## config.mk

```make
export PLATFORM = sky130hd
export DESIGN_NAME = scale_mux_arbiter
export DESIGN_NICKNAME = d
export VERILOG_FILES = /design/src/rtl/scale_mux_arb_pkg.sv /design/src/rtl/scale_mux.sv /design/src/rtl/scale_mux_arbiter.sv
export SDC_FILE = /design/constraint.sdc
export NUM_CORES = 1
export LEC_CHECK = 0
export BUFFER_PORTS_ARGS = -buffer_cell sky130_fd_sc_hd__buf_2
export CORE_AREA = 5 5 42 44
export DETAILED_ROUTE_END_ITERATION = 8
export DIE_AREA = 0 0 47 49
export PLACE_DENSITY = 0.63
export SYNTH_ARGS = -nofsm -noshare
export SYNTH_HDL_FRONTEND = slang
export SYNTH_SLANG_ARGS = --single-unit
```

## constraint.sdc

```tcl
create_clock -name CLK -period 1.57 [get_ports CLK]
set_input_delay 0.157 -clock CLK [delete_from_list [all_inputs] [get_ports CLK]]
set_output_delay 0.157 -clock CLK [all_outputs]
set_load 0.02 [all_outputs]
```

## src/rtl/scale_mux_arb_pkg.sv

```systemverilog
// Shared types and constants for the scale_mux_arbiter slice.
//   state_t : arbiter ownership state (IDLE, OWN_A, OWN_B)
//   SRC_A / SRC_B : source encoding used for SEL, LAST and OUT_SRC
package scale_mux_arb_pkg;

    typedef enum logic [1:0] {
        IDLE  = 2'b00,
        OWN_A = 2'b01,
        OWN_B = 2'b10
    } state_t;

    localparam logic SRC_A = 1'b0;
    localparam logic SRC_B = 1'b1;

endpackage

```

## src/rtl/scale_mux.sv

```systemverilog
// Two-input word mux shared by the arbiter.
// Ports:
//   A_DATA, B_DATA : candidate words (Size bits)
//   SEL            : 0 selects A_DATA, 1 selects B_DATA
//   MUX_OUT        : selected word
module scale_mux #(
    parameter int Size = 1
) (
    input  logic [Size-1:0] A_DATA,
    input  logic [Size-1:0] B_DATA,
    input  logic            SEL,
    output logic [Size-1:0] MUX_OUT
);

    assign MUX_OUT = SEL ? B_DATA : A_DATA;

endmodule

```

## src/rtl/scale_mux_arbiter.sv

```systemverilog
// Round-robin arbiter with burst limit in front of a shared scale_mux,
// followed by a one-entry registered output stage.
// Ports:
//   CLK, RST                  : clock, synchronous active-high reset
//   A_DATA/A_VALID/A_READY    : requester A channel
//   B_DATA/B_VALID/B_READY    : requester B channel
//   SEL                       : mux select driven to the datapath (0=A, 1=B)
//   OUT_DATA/OUT_VALID/OUT_READY : registered output channel
//   OUT_SRC                   : which requester produced OUT_DATA
module scale_mux_arbiter
    import scale_mux_arb_pkg::*;
#(
    parameter int Size      = 1,
    parameter int MAX_BURST = 4
) (
    input  logic            CLK,
    input  logic            RST,
    input  logic [Size-1:0] A_DATA,
    input  logic            A_VALID,
    output logic            A_READY,
    input  logic [Size-1:0] B_DATA,
    input  logic            B_VALID,
    output logic            B_READY,
    output logic            SEL,
    output logic [Size-1:0] OUT_DATA,
    output logic            OUT_VALID,
    input  logic            OUT_READY,
    output logic            OUT_SRC
);

    localparam int            CW   = $clog2(MAX_BURST + 1);
    localparam logic [CW-1:0] CMAX = CW'(MAX_BURST);
    localparam logic [CW-1:0] CONE = CW'(1);

    state_t          state_q, state_d;
    logic [CW-1:0]   cnt_q, cnt_d;
    logic            last_q, last_d;
    logic            sel_q;
    logic            load_en;
    logic            gnt;
    logic            win;
    logic            owned;
    logic [Size-1:0] mux_out;

    // Grant decision. win defaults to the held select so SEL stays
    // defined and stable on cycles without a grant.
    always_comb begin
        load_en = !OUT_VALID || OUT_READY;
        gnt     = 1'b0;
        win     = sel_q;
        owned   = 1'b0;
        state_d = state_q;
        cnt_d   = cnt_q;
        last_d  = last_q;
        if (!RST && load_en) begin
            if (!A_VALID && !B_VALID) begin
                state_d = IDLE;
                cnt_d   = '0;
            end else begin
                gnt = 1'b1;
                // A lone requester always wins; the burst limit only
                // matters while the other side is waiting.
                if (A_VALID && !B_VALID)
                    win = SRC_A;
                else if (B_VALID && !A_VALID)
                    win = SRC_B;
                else if (state_q == OWN_A && cnt_q < CMAX)
                    win = SRC_A;
                else if (state_q == OWN_B && cnt_q < CMAX)
                    win = SRC_B;
                else
                    win = ~last_q;

                owned = (win == SRC_A) ? (state_q == OWN_A) : (state_q == OWN_B);
                // Saturating count: a long lone run must not wrap back
                // under the limit and starve the other side later.
                if (!owned)
                    cnt_d = CONE;
                else if (cnt_q < CMAX)
                    cnt_d = cnt_q + CONE;
                else
                    cnt_d = CMAX;

                state_d = (win == SRC_A) ? OWN_A : OWN_B;
                last_d  = win;
            end
        end
    end

    assign A_READY = gnt && (win == SRC_A);
    assign B_READY = gnt && (win == SRC_B);
    assign SEL     = win;

    scale_mux #(.Size(Size)) u_mux (
        .A_DATA  (A_DATA),
        .B_DATA  (B_DATA),
        .SEL     (SEL),
        .MUX_OUT (mux_out)
    );

    always_ff @(posedge CLK) begin
        if (RST) begin
            state_q   <= IDLE;
            cnt_q     <= '0;
            last_q    <= SRC_B;
            sel_q     <= SRC_A;
            OUT_VALID <= 1'b0;
            OUT_DATA  <= '0;
            OUT_SRC   <= SRC_A;
        end else begin
            state_q <= state_d;
            cnt_q   <= cnt_d;
            last_q  <= last_d;
            sel_q   <= SEL;
            if (gnt) begin
                OUT_DATA  <= mux_out;
                OUT_SRC   <= win;
                OUT_VALID <= 1'b1;
            end else if (load_en) begin
                OUT_VALID <= 1'b0;
            end
        end
    end

endmodule

```

# --- After elaboration in Yosys (flattened, before gate mapping) ---
# Index checks and enable logic that the tools add are counted.
op_classes:
  add_sub_neg: 1
  bitwise_logic: 3
  reduce_logical: 15
  muxes: 19
  order_cmp: 1
  eq_ne: 2
ops:
  columns: ["operator", "n"]
  rows:
  - ["1-bit two-way mux", 14]
  - ["3-bit two-way mux", 3]
  - ["1-bit logical AND", 8]
  - ["1-bit zero test", 4]
  - ["2-bit two-way mux", 2]
  - ["3-bit by 1-bit adder with 3-bit output (second input constant)", 1]
  - ["3-bit < comparator (second input constant)", 1]
  - ["1-bit NOT", 3]
  - ["2-bit by 1-bit equality test with 1-bit output (second input constant)", 1]
  - ["2-bit equality test (second input constant)", 1]
  - ["2-bit AND reduction", 1]
  - ["2-bit nonzero test", 1]
  - ["1-bit logical OR", 1]
word_totals:
  reg_bits: 10
  out_inout_bits: 6

# --- Longest topological paths before layout ---
# Gate-level depths: netlist of run 1.
logic_depth:
  word_depth: 12
  mapped_depth: 4
  ltp_nobuf: 4

# --- Cells and area by module ---
# Synthesis of run 1 repeated with hierarchy kept, for this count alone.
hier_totals:
  hier_cells: 56
  hier_area_um2: 531.8
by_module_without_submodules:
  columns: ["module", "instances", "seq_area_each_um2", "area_each_um2", "cells_each"]
  rows:
  - ["scale_mux_arbiter", 1, 200.2, 516.7, 55]
  - ["scale_mux", 1, 0.0, 15.0, 1]

# --- Least setup slack after synthesis of run 1 ---
# OpenSTA, ideal clock, no wires.
synth_timing:
  kind: "reg2out"
  startpoint: "register OUT_VALID"
  endpoint: "output port SEL"
  stages_incl_launch_ff: 5
  arrival_ps: 1249
  setup_slack_ps: 164
  path_buffers: 0
  path_cell_list: "dfxtp_1 > nand2b_1 > nor2b_2 > o211a_2 > nor2_1"
synth_between:
  elab_chain_cells: 4
synth_rtl:
  columns: ["item", "line", "text"]
  rows:
  - ["from (decl)", "scale_mux_arbiter.sv:26", "output logic OUT_VALID,"]
  - ["from (signal assigned)", "scale_mux_arbiter.sv:107", "OUT_VALID <= 1'b0;"]
  - ["from (signal assigned)", "scale_mux_arbiter.sv:118", "OUT_VALID <= 1'b1;"]
  - ["from (signal assigned)", "scale_mux_arbiter.sv:120", "OUT_VALID <= 1'b0;"]
  - ["1-bit zero test", "scale_mux_arbiter.sv:48", "load_en = !OUT_VALID || OUT_READY;"]
  - ["1-bit logical OR", "scale_mux_arbiter.sv:48", null]
  - ["1-bit logical AND", "scale_mux_arbiter.sv:55", "if (!RST && load_en) begin"]
  - ["1-bit two-way mux", "scale_mux_arbiter.sv:55", null]
  - ["to (decl)", "scale_mux_arbiter.sv:24", "output logic SEL,"]
# No other way between the ends.

# --- Worst setup path in the final report of run 1 ---
layout_timing:
  startpoint: "register state_q[0]"
  endpoint: "output port SEL"
layout_between:
  elab_chain_cells: 10
  word_cells_on_any_way: 12
  cone_classes: "eq/ne (2); mux (8); reduce/logical (2)"
layout_rtl:
  columns: ["item", "line", "text"]
  rows:
  - ["from (decl)", "scale_mux_arbiter.sv:35", "state_t state_q, state_d;"]
  - ["from (signal assigned)", "scale_mux_arbiter.sv:111", "state_q <= state_d;"]
  - ["2-bit equality test", "scale_mux_arbiter.sv:69", "else if (state_q == OWN_B && cnt_q < CMAX)"]
  - ["1-bit logical AND", "scale_mux_arbiter.sv:69", null]
  - ["1-bit two-way mux", "scale_mux_arbiter.sv:69", null]
  - ["1-bit two-way mux (*)", "scale_mux_arbiter.sv:67", "else if (state_q == OWN_A && cnt_q < CMAX)"]
  - ["1-bit two-way mux (*)", "scale_mux_arbiter.sv:65", "else if (B_VALID && !A_VALID)"]
  - ["1-bit two-way mux (*)", "scale_mux_arbiter.sv:63", "if (A_VALID && !B_VALID)"]
  - ["1-bit two-way mux (*)", "scale_mux_arbiter.sv:56", "if (!A_VALID && !B_VALID) begin"]
  - ["1-bit two-way mux (*)", "scale_mux_arbiter.sv:55", null]
  - ["1-bit two-way mux (*)", "scale_mux_arbiter.sv:56", null]
  - ["1-bit two-way mux (*)", "scale_mux_arbiter.sv:55", null]
# Every way passes the cells marked *; elsewhere a longest branch is shown, timed or not. The select of a mux whose other input is x is not followed.

==> impl_metrics.json, run 1 <==
{
  "end_kind": "output port",
  "drc": 0,
  "dieWidth_um": 47,
  "post-dp-hpwl_um": 806.5,
  "wl_mm": 1.141,
  "synth.distinct_cells": 29,
  "grt_max_degree": 8,
  "post-place-cells": 88,
  "vias": 471,
  "p_leak_nw": 0.3027,
  "tightest_slew_ns": 0.3638,
  "tritoncts": "done",
  "diodes": 0,
  "pre_cts_ws_ns": 0.1889,
  "p_comb_frac": 0.260,
  "layout_min_cycle_time_ns": 1.515,
  "drv_slew": 0,
  "fin_cells": 95,
  "slew_headroom": 0.7566,
  "first_pass_iters": 4,
  "cp.required_ns": 1.41,
  "crit_fanout": 5,
  "grt_pass1_wl_mm": 1.849,
  "fin_worst_skew_ns": 0.006295,
  "switching_share": 0.2915,
  "synth.net_count": 67,
  "start_util": 0.3661,
  "io-pin-count": 13,
  "maxCapViolations": 0,
  "powerDensity_mw_per_mm2": 1002,
  "nNetsFinal": 88,
  "grt_pass1_vias": 419,
  "area_delta_synth_final_pct": 40.00,
  "finalWorstSetupSlack_ns": 0.05542,
  "outcome": "finished clean",
  "slowest_delay_ns": 0.37,
  "avgSynthCellArea_um2": 8.695,
  "worstSkewPairLatency_ns": 0.27,
  "grt_antenna_before_repair": 0,
  "cts.sinks": 10,
  "hold_class": "input port to register",
  "seq_power_share": 0.416,
  "drt-initial-drc-count": 3,
  "grt_usage": 0.1121,
  "cp_top_family": "compound AO/OA/AOI/OAI gates",
  "drive_gt1_frac": 0.4177,
  "die_area_mm2": 0.002303,
  "setup_viol": 0,
  "syn-instance-count": 59,
  "cp_num_buf_inv": 1,
  "finalHoldViolCount": 0,
  "timing.fmax_mhz": 660.3,
  "clock_path_buffers": 2,
  "synth_warnings": 0,
  "cts_max_level": 1,
  "rsz0062_at_grt": "true",
  "overflow": 0,
  "port_buffers": 12,
  "ys_seq_area_frac": 0.3902,
  "die_y_um": 49,
  "arrival_ns": 1.36,
  "synthesis.area_um2": 513.0,
  "p_clk_frac": 0.324,
  "wl_per_cell_um": 12.01,
  "finish.utilization": 0.5125,
  "via_per_inst": 4.958,
  "critPathLaunchType": "register",
  "intPower_w": 0.0005099,
  "crit_slowest_cell": "dfxtp_4",
  "place_congestion": 0.7573,
  "crit_chain": "nor2b_4 > a2bb2oi_2 > o211a_4 > nor2_4 > buf_6",
  "fin_crit_sh": 0.9647,
  "cts_buffers": 3,
  "num_rows": 14,
  "ir_worst_vdd_mv": 0.5451,
  "coreArea_mm2": 0.001401,
  "synth_seq_cells": 10,
  "crit_type": "register to output port",
  "cts-root-buf": "clkbuf_4",
  "antenna_left": 0,
  "switching_power_w": 0.0002098,
  "clkTransAtPathRegs_ns": 0.07
}
## logic make-up (layout without fill, tap and decap cells)
kind of cell | Yosys count | in the layout | synth area share
adders and majority gates | 1 | 1 | 0.02439
AOI/OAI and AO/OA | 19 | 19 | 0.2951
and+or+nand+nor | 26 | 26 | 0.2683
buffers and inverters | 3 | 23 | 0.02195
DFF | 10 | 10 | 0.3902
## state kept, by name, indices dropped and copies added, names as in the netlist
name       count
OUT_DATA       1
OUT_SRC        1
OUT_VALID      1
cnt_q          3
last_q         1
sel_q          1
state_q        2
## final cells by class
type / count / area [um^2]
Fill cell: 133 / 683.2
Tap cell: 16 / 20.02
Sequential cell: 10 / 209.0
Clock buffer: 4 / 36.28
Timing Repair Buffer: 16 / 98.84
Multi-Input combinational cell: 46 / 342.8
Inverter: 3 / 11.26
## stage by stage
step                      hold WS (ns)  instance area [um^2]   power, W  setup TNS [ns]
after floorplan                 0.2291                 513.0  0.0004016               0
after global placement          0.4129                 600.6  0.0004450               0
after detailed placement        0.4128                 600.6  0.0004462               0
after CTS                       0.1159                 670.6  0.0007022               0
after global routing            0.1220                 718.2  0.0007650        -0.06883
final                           0.1299                 718.2  0.0007197               0
## timing repair
item,4_1_cts,5_1_grt
pin swaps,2,4
hold endpoints to repair,0,0
hold buffers,0,0
endpoints found under the setup margin,2,3
gates resized for setup,8,9
buffers inserted,1,2
## layer usage
metal | share of wire | up-vias | track usage | wire (um)
met1 | 0.47 | 206 | 0.1523 | 535
met2 | 0.47 | 8 | 0.1493 | 538
met4 | 0.0070 | 0 | 0.04147 | 8
li1 | - | 255 | - | -
met3 | 0.053 | 2 | 0.05535 | 60
met5 | 0 | - | 0 | 0
## power groups by stage
| stage | registers [W] | logic [W] | clock network (W) |
|---|---|---|---|
| 2_1_floorplan | 0.000305 | 0.0000968 | 0 |
| 3_3_place_gp | 0.000300 | 0.000145 | 0 |
| 6_report | 0.000299 | 0.000187 | 0.000233 |
| 3_5_place_dp | 0.000300 | 0.000146 | 0 |
| 4_1_cts | 0.000296 | 0.000159 | 0.000247 |
| 5_1_grt | 0.000302 | 0.000207 | 0.000256 |
## path summary, 6_finish.rpt
| path | start | to | slack [ns] | depth (start not counted) |
|---|---|---|---|---|
| max | state_q[0]$_SDFFE_PP0P_ | SEL | 0.06 | 5 |
| min | RST | OUT_DATA$_SDFFE_PP0P_ | 0.13 | 2 |
| max reg2reg | state_q[1]$_SDFFE_PP0P_ | cnt_q[1]$_SDFFE_PP0P_ | 0.26 | 4 |
| min reg2reg | cnt_q[1]$_SDFFE_PP0P_ | cnt_q[1]$_SDFFE_PP0P_ | 0.48 | 1 |
## layout by cell type, fill, tap and decap left out, types with 2 or more instances in the layout
master / Yosys / routed
buf_2: 0 / 10
dfxtp_1: 10 / 7
nor2_1: 9 / 7
buf_4: 0 / 5
nand2b_1: 4 / 4
inv_1: 3 / 3
o21ai_0: 3 / 3
clkbuf_4: 0 / 3
nor2b_1: 3 / 2
nor2b_2: 2 / 2
nor2_4: 0 / 2
o211ai_1: 2 / 2
nand2_1: 2 / 2
nor3_1: 2 / 2
dfxtp_4: 0 / 2
## synth_stat cells
cell type	count	area, um^2
dfxtp_1	10	200.2
nor2_1	9	33.78
nand2b_1	4	25.02
inv_1	3	11.26
nor2b_1	3	18.77
o21ai_0	3	15.01
nand2_1	2	7.510
nor2b_2	2	17.52
nor3_1	2	10.01
o211ai_1	2	15.01
a211oi_1	1	7.510
a211oi_2	1	12.51
a21o_1	1	7.510
a21oi_1	1	5.000
a22o_1	1	8.760
a22oi_1	1	7.510
a2bb2oi_2	1	15.01
a311oi_1	1	8.760
a32o_2	1	11.26
and2_0	1	6.260
ha_1	1	12.51
nand3_1	1	5.000
nand4_1	1	6.260
o211a_2	1	10.01
o21a_1	1	7.510
o21ai_1	1	5.000
o21bai_1	1	7.510
o31ai_1	1	7.510
or2b_1	1	7.510
Note: power is estimated with default switching activity, not from simulation.
==> run 2, diff against run 1 <==
- BUFFER_PORTS_ARGS: -buffer_cell sky130_fd_sc_hd__buf_2 -> not set
- DONT_BUFFER_PORTS: not set -> 1
- PLACE_DENSITY: 0.63 -> 0.55
==> run 2 against run 1 <==
Hold slack lost 0.12 ns. Power decreased by 2.6%. First-iteration DRC count rose by 67%. Die area unchanged. Sequential power grew 1%. Combinational power down 13%. Utilization down 3.6 points. Final area is 7.0% lower.
==> impl_metrics.json, run 2 (same netlist as run 1, synthesis figures left out) <==
{
  "tightest_slew_ns": 0.3744,
  "layout_min_cycle_time_ns": 1.528,
  "nFillCells": 138,
  "grt_antenna_before_repair": 0,
  "vias": 446,
  "powerDensity_mw_per_mm2": 1049,
  "start_util": 0.3661,
  "timing.fmax_mhz": 654.3,
  "worstSkewPairLatency_ns": 0.27,
  "wl_per_cell_um": 13.52,
  "cp.required_ns": 1.41,
  "cts-root-buf": "clkbuf_4",
  "layout_commonest_cell": "nor2_1",
  "place_congestion": 0.7079,
  "cts_max_level": 1,
  "seq_power_share": 0.432,
  "post-dp-hpwl_um": 814.7,
  "cts.sinks": 10,
  "setup_viol": 0,
  "largest_reg_flops": 3,
  "clock_path_buffers": 2,
  "switching_power_w": 0.0002029,
  "finalHoldViolCount": 0,
  "reg_top3": "cnt_q x3, state_q x2",
  "p_clk_frac": 0.337,
  "nNetsFinal": 80,
  "p_leak_nw": 0.2714,
  "critPathLaunchType": "register",
  "end_kind": "output port",
  "mostFrequentLayoutCells": "nor2_1 (8), dfxtp_1 (7), buf_4 (6)",
  "io-pin-count": 13,
  "hold_class": "input port to register",
  "grt_pass1_wl_mm": 1.780,
  "cts_buffers": 3,
  "drt-initial-drc-count": 5,
  "maxCapViolations": 0,
  "clkTransAtPathRegs_ns": 0.07,
  "fin_worst_skew_ns": 0.009744,
  "die_area_mm2": 0.002303,
  "overflow": 0,
  "grt_usage": 0.1081,
  "rr_endpoint": "cnt_q[1]$_SDFFE_PP0P_",
  "crit_type": "register to output port",
  "rsz0062_at_grt": "true",
  "first_pass_iters": 4,
  "whs_path_depth": 1,
  "intPower_w": 0.0004978,
  "p_comb_frac": 0.231,
  "switching_share": 0.2896,
  "drv_slew": 0,
  "diodes": 0,
  "holdWs_ns": 0.007583,
  "area_delta_synth_final_pct": 30.24,
  "r2r_slack_ns": 0.18,
  "grt_max_degree": 8,
  "port_buffers": 0,
  "coreArea_mm2": 0.001401,
  "dieWidth_um": 47,
  "via_per_inst": 5.126,
  "num_rows": 14,
  "worstHoldEndpoint": "OUT_VALID$_SDFFE_PP0P_",
  "ir_worst_vdd_mv": 0.5180,
  "setup_tns_ns": 0,
  "arrival_ns": 1.37,
  "wl_mm": 1.176,
  "die_y_um": 49,
  "finish.utilization": 0.4768,
  "outcome": "finished clean",
  "drive_gt1_frac": 0.3239,
  "fin_crit_sh": 0.9735,
  "grt_pass1_vias": 383,
  "largest-register": "cnt_q",
  "crit_fanout": 4,
  "slew_headroom": 0.7495,
  "hold_path_startpoint": "RST",
  "drc": 0,
  "reg2reg_depth": 5,
  "tritoncts": "done",
  "antenna_left": 0,
  "r2r-start": "state_q[0]$_SDFFE_PP0P_"
}
-- run 2: how the worst max path moves through the flow --
stage / cells past startpoint / slack (ns) / to / from
global placement: 5 / 0.21 / SEL / cnt_q[2]$_SDFFE_PP0P_
detailed placement: 5 / 0.19 / SEL / state_q[0]$_SDFFE_PP0P_
floorplan: 4 / 0.16 / SEL / OUT_VALID$_SDFFE_PP0P_
global route: 5 / -0.04 / B_READY / state_q[0]$_SDFFE_PP0P_
finish: 5 / 0.04 / B_READY / state_q[0]$_SDFFE_PP0P_
CTS: 5 / 0.004 / SEL / state_q[0]$_SDFFE_PP0P_
-- run 2: through the flow --
stage | power [W] | instances | worst slack (ns) | area [um^2]
4_1_cts | 0.0006916 | 86 | 0.004066 | 641.9
6_report | 0.0007007 | 87 | 0.04162 | 668.1
5_1_grt | 0.0007457 | 87 | -0.04497 | 668.1
3_3_place_gp | 0.0004360 | 79 | 0.2051 | 563.0
2_1_floorplan | 0.0004016 | 59 | 0.1637 | 513.0
3_5_place_dp | 0.0004371 | 79 | 0.1936 | 563.0
-- run 2: layout make-up --
class,count,area [um^2],area share
multi-input cells,46,327.8,0.4906
flip-flops and latches,10,206.4,0.3090
repair buffers,8,66.31,0.09925
clock buffers,4,36.28,0.05431
well taps,16,20.02,0.02996
inverters,3,11.26,0.01685
-- run 2: power by group through the flow --
stage	logic [W]	clock network (W)	registers (W)
2_1_floorplan	0.0000968	0	0.000305
3_3_place_gp	0.000129	0	0.000307
3_5_place_dp	0.000129	0	0.000308
4_1_cts	0.000146	0.000241	0.000304
5_1_grt	0.000176	0.000264	0.000305
6_report	0.000162	0.000236	0.000303
-- run 2: repair_timing --
action | in CTS | in global routing
endpoints found under the setup margin | 3 | 2
hold buffers | 1 | 0
endpoints found under the hold margin | 3 | 0
resized for setup | 6 | 5
setup buffers | 2 | 1
pin swaps | 2 | 4
-- run 2: critical path: stages (launching register included) --
cell and delay [ns]:
dfxtp_2 0.34, nor2b_4 0.13, o211ai_1 0.21, nand3_1 0.14, nor2_1 0.13, buf_4 0.15
-- run 2: layer usage --
metal  vias up  global-route usage  part of all wire
met5         -                   0                 0
met4         0             0.04147             0.012
met3         2             0.05535             0.051
met2         7              0.1267              0.43
met1       198              0.1619              0.51
li1        239                   -                 -
